--- src/rtl/univ_shift_reg_pkg.sv ---
// Shared definitions for the universal shift register: the operation-select encodings.
package univ_shift_reg_pkg;

  localparam logic [1:0] MODE_HOLD = 2'b00;
  localparam logic [1:0] MODE_SHR  = 2'b01;
  localparam logic [1:0] MODE_SHL  = 2'b10;
  localparam logic [1:0] MODE_LOAD = 2'b11;

  function automatic logic is_shift(input logic [1:0] mode);
    return (mode == MODE_SHR) || (mode == MODE_SHL);
  endfunction

endpackage

--- src/rtl/univ_shift_reg_sat_counter.sv ---
// Saturating up-counter with synchronous active-low reset, clear and an at-max flag.
module sat_counter #(
  parameter int CNT_W   = 4,
  parameter int MAX_VAL = 8
) (
  input  logic             clk,
  input  logic             rst_n,
  input  logic             inc,
  input  logic             clear,
  output logic [CNT_W-1:0] cnt,
  output logic             at_max
);

  localparam logic [CNT_W-1:0] MAX_CNT = CNT_W'(MAX_VAL);

  logic [CNT_W-1:0] cnt_q;
  logic [CNT_W-1:0] cnt_d;

  // The count only ever leaves MAX_CNT through clear or reset, so at_max is sticky.
  assign at_max = (cnt_q == MAX_CNT);
  assign cnt    = cnt_q;

  always_comb begin
    cnt_d = cnt_q;
    if (clear) begin
      cnt_d = '0;
    end else if (inc && !at_max) begin
      cnt_d = cnt_q + 1'b1;
    end
  end

  always_ff @(posedge clk) begin
    if (!rst_n) begin
      cnt_q <= '0;
    end else begin
      cnt_q <= cnt_d;
    end
  end

endmodule

--- src/rtl/univ_shift_reg.sv ---
// WIDTH-bit universal register: hold, shift right/left, parallel load, shift counter with sticky done.
// Define ROTATE_EN to add the rot input, which recirculates the shifted-out bit instead of ser_in_*.
module univ_shift_reg
  import univ_shift_reg_pkg::*;
#(
  parameter int               WIDTH     = 8,
  parameter logic [WIDTH-1:0] RESET_VAL = '0
) (
  input  logic                       clk,
  input  logic                       rst_n,
  input  logic [1:0]                 mode,
  input  logic [WIDTH-1:0]           d,
  input  logic                       ser_in_msb,
  input  logic                       ser_in_lsb,
`ifdef ROTATE_EN
  input  logic                       rot,
`endif
  output logic [WIDTH-1:0]           q,
  output logic                       ser_out_lsb,
  output logic                       ser_out_msb,
  output logic [$clog2(WIDTH+1)-1:0] shift_cnt,
  output logic                       done
);

  localparam int CNT_W = $clog2(WIDTH+1);

  // No handshake: mode is sampled every rising edge and the caller owns sequencing.
  logic [WIDTH-1:0] q_q;
  logic [WIDTH-1:0] q_d;
  logic             fill_msb;
  logic             fill_lsb;
  logic             shift_en;
  logic             load_en;

`ifdef ROTATE_EN
  assign fill_msb = rot ? q_q[0]       : ser_in_msb;
  assign fill_lsb = rot ? q_q[WIDTH-1] : ser_in_lsb;
`else
  assign fill_msb = ser_in_msb;
  assign fill_lsb = ser_in_lsb;
`endif

  assign shift_en = is_shift(mode);
  assign load_en  = (mode == MODE_LOAD);

  always_comb begin
    q_d = q_q;
    case (mode)
      MODE_SHR:  q_d = {fill_msb, q_q[WIDTH-1:1]};
      MODE_SHL:  q_d = {q_q[WIDTH-2:0], fill_lsb};
      MODE_LOAD: q_d = d;
      default:   q_d = q_q;
    endcase
  end

  always_ff @(posedge clk) begin
    if (!rst_n) begin
      q_q <= RESET_VAL;
    end else begin
      q_q <= q_d;
    end
  end

  sat_counter #(
    .CNT_W   (CNT_W),
    .MAX_VAL (WIDTH)
  ) u_cnt (
    .clk    (clk),
    .rst_n  (rst_n),
    .inc    (shift_en),
    .clear  (load_en),
    .cnt    (shift_cnt),
    .at_max (done)
  );

  // Serial outputs are taken straight from q so the pre-shift end bit is visible.
  assign q           = q_q;
  assign ser_out_lsb = q_q[0];
  assign ser_out_msb = q_q[WIDTH-1];

endmodule
--- config.mk ---
export PLATFORM = sky130hd
export DESIGN_NAME = univ_shift_reg
export DESIGN_NICKNAME = d
export VERILOG_FILES = /design/src/rtl/univ_shift_reg_pkg.sv /design/src/rtl/univ_shift_reg_sat_counter.sv /design/src/rtl/univ_shift_reg.sv
export SDC_FILE = /design/constraint.sdc
export NUM_CORES = 1
export LEC_CHECK = 0
export ABC_AREA = 1
export BUFFER_PORTS_ARGS = -buffer_cell sky130_fd_sc_hd__buf_2
export CORE_ASPECT_RATIO = 0.6
export CORE_MARGIN = 8
export CORE_UTILIZATION = 30
export DETAILED_ROUTE_END_ITERATION = 8
export GPL_TIMING_DRIVEN = 1
export PLACE_DENSITY = 0.53
export SLEW_MARGIN = 20
export SYNTH_ARGS = -nofsm -noshare
export SYNTH_HDL_FRONTEND = slang
export SYNTH_HIERARCHICAL = 1
export SYNTH_SLANG_ARGS = --single-unit
--- constraint.sdc ---
create_clock -name clk -period 1.7 [get_ports clk]
set_input_delay 0.085 -clock clk [delete_from_list [all_inputs] [get_ports clk]]
set_output_delay 0.085 -clock clk [all_outputs]
set_load 0.005 [all_outputs]
==> flow_metrics.tcl <==
set metrics [dict create \
    final.min_clock_period_ns 1.320 \
    worstPathArrival_ns 1.24 \
    numCtsBuffers 3 \
    finalWirelength_mm 2.120 \
    seq_power_share_pct 40.0 \
    outcome "complete, no violations" \
    cts_max_level 1 \
    clock.fmax_mhz 757.6 \
    ys_seq_elements 12 \
    ant_nets 0 \
    syn_avg_cell_area_um2 6.219 \
    wire_per_inst_um 10.82 \
    ys.flop_type "dfxtp_1" \
    avgViaCountPerCell 4.403 \
    cts-root-buf "clkbuf_8" \
    path_class "reg -> out" \
    dp.final_hpwl_mm 1.691 \
    yosys.cell_count.top_type "nand2_1" \
    cts_setup_buffers 0 \
    syn_area_um2 839.6 \
    portBuffers 28 \
    grt.total_usage_pct 8.556 \
    postSynthNetCount 155 \
    die_y_um 56.98 \
    ctsResizeCount 0 \
    synth-seq-area-share_pct 28.61 \
    cts.sinks 12 \
    reg2reg_slack_ns 0.59 \
    synth_edf_count 0 \
    switching_share_pct 28.74 \
    grt_pass1_vias 765 \
    vias 863 \
    internal_power_mw 0.5782 \
    hold_buffers 0 \
    endpoint_kind "output port" \
    tritoncts "yes" \
    hold_class "in -> reg" \
    ir_drop_v 0.0002729 \
    initial_utilization_pct 30.43 \
    ys_top_cells_by_area "dfxtp_1 29%, nand2_1 16%, nor2_1 9.4%" \
    core.rowCount 15 \
    final_cells 196 \
    p_sw_mw 0.2332 \
    crit_path_max_fanout 6 \
    p_clk_share_pct 39.5 \
    post-route-drc-count 0 \
    finalHoldViolations 0 \
    yosysTopAreaCell "dfxtp_1" \
    yosysTopAreaCellShare_pct 28.61 \
    grt_pass1_wl_mm 3.470 \
    leakage_nw 0.6298 \
    finClkSkew_ns 0.006617 \
    grt_setup_unrepaired "false" \
    power.density_mw_per_mm2 779.4 \
    yosys_warnings 6 \
    max-cap-violations 0 \
    min_path_cells 3 \
    core-area_mm2 0.002759 \
    clock_latency_ns 0.25 \
    worstReg2RegEnd "u_cnt/cnt[1]" \
    r2r_start "u_cnt/cnt[0]" \
    worstHoldEndpoint "q[6]" \
    worstPathRequired_ns 1.62 \
    dr.first_iter.drc_count 48 \
    slew_violations 0 \
    antenna_found_initial 0 \
    fin_crit_sh_pct 77.65 \
    synth_common_cells "35 x nand2_1, 21 x nor2_1, 19 x inv_1, 12 x dfxtp_1" \
    num_io_pins 29 \
    tightest_slew_ns 0.4734 \
    pwr-share-comb_pct 20.6 \
    syn_to_final_growth_pct 23.99 \
    hp-start "rst_n" \
    grt_start_max_net_pins 11 \
    async_reset_ff_share_pct 0 \
    yosysUniqueCellTypes 20 \
    clkTransAtPathRegs_ns 0.06 \
    critPathLaunchType "flop" \
    nNetsFinal 183 \
    dp_cells 192 \
    synthCells 135 \
    setup_viol 0 \
    drt_pass1_iterations 4 \
    clockBufferDepth 2 \
    place.gp.congestion 0.7983 \
    r2r_cells 6 \
    fp.dieW_um 84.30 \
    drive_above_1_share_pct 27.78 \
    antenna_cells 0 \
    dieArea_mm2 0.004803 \
    maxSlewHeadroom_pct 68.44 \
    fin_tns_setup_ns 0 \
    grt-ovfl-total 0 \
]
-- cell usage in the layout (no fill, tap or decap) --
| master | count |
|---|---|
| nor2_8 | 1 |
| nand3_1 | 10 |
| nand3_2 | 1 |
| dfxtp_1 | 12 |
| inv_4 | 1 |
| a21oi_1 | 10 |
| nor2_4 | 1 |
| ha_1 | 6 |
| inv_1 | 19 |
| nand2_1 | 35 |
| nand2_2 | 1 |
| a31oi_1 | 1 |
| nor2_1 | 21 |
| buf_2 | 28 |
| nor3_1 | 1 |
| inv_2 | 8 |
| o21ai_0 | 1 |
| clkbuf_8 | 4 |
| nand4_1 | 1 |
-- final cells by class --
cell class,instances,area [um2]
fillers,322,1718
flip-flops and latches,12,240.2
clock buffers,4,55.05
well taps,34,42.54
repair buffers,28,140.1
inverters,28,107.6
multi-input cells,90,455.4
-- metrics by stage --
| stage | util, % | area (um2) | hold WS, ns | power [mW] | setup WS (ns) |
|---|---|---|---|---|---|
| after floorplan | - | 839.6 | 0.2268 | 0.4413 | 0.6700 |
| after global placement | 35.74 | 985.9 | 0.3681 | 0.4968 | 0.4971 |
| after detailed placement | 35.74 | 985.9 | 0.3685 | 0.4978 | 0.4559 |
| after CTS | 37.73 | 1041 | 0.1052 | 0.8229 | 0.3744 |
| after global routing | 37.73 | 1041 | 0.1407 | 0.8607 | 0.3089 |
| final | 37.73 | 1041 | 0.1052 | 0.8113 | 0.3800 |
-- registers in the layout, indices dropped and copies added, names as in the netlist --
name / count
q: 8
u_cnt/cnt: 4
-- worst max path at each step --
stage          cells after the start  slack, ns    startpoint            to
6_report                           5       0.38  u_cnt/cnt[0]          done
3_3_place_gp                       9       0.50       mode[0]          q[7]
4_1_cts                            5       0.37  u_cnt/cnt[0]          done
5_1_grt                            5       0.31  u_cnt/cnt[0]          done
2_1_floorplan                      6       0.67  u_cnt/cnt[0]  u_cnt/cnt[1]
3_5_place_dp                       9       0.46       mode[0]          q[4]
-- routing by layer --
layer	part of all wire [%]	routed length, um	track usage, %	vias up
met5	0	0	0	-
met2	42	890	12.72	26
met3	5.4	115	2.557	4
met1	51	1086	11.41	372
met4	1.3	27	2.934	0
li1	-	-	-	461
-- power by group through the flow --
stage	Combinational, mW	Sequential [mW]	Clock, mW
after floorplan	0.115	0.327	0
after detailed placement	0.168	0.330	0
after CTS	0.168	0.324	0.330
after global placement	0.167	0.329	0
final	0.167	0.324	0.320
after global routing	0.192	0.329	0.340
-- kinds of logic (layout without fill, tap and decap cells) --
family / count (synthesis) / count (layout) / share of synthesized area [%]
simple gates: 72 / 72 / 38.00
buf+inv: 33 / 60 / 17.14
compound gates: 12 / 12 / 7.303
flops: 12 / 12 / 28.61
fa+ha+maj: 6 / 6 / 8.942
-- critical path, stage by stage, from the launching register on --
cell	delay (ns)
dfxtp_1	0.42
inv_1	0.07
ha_1	0.22
nand3_2	0.12
inv_1	0.05
buf_2	0.12
No activity file was read; power rests on OpenSTA's default activity.
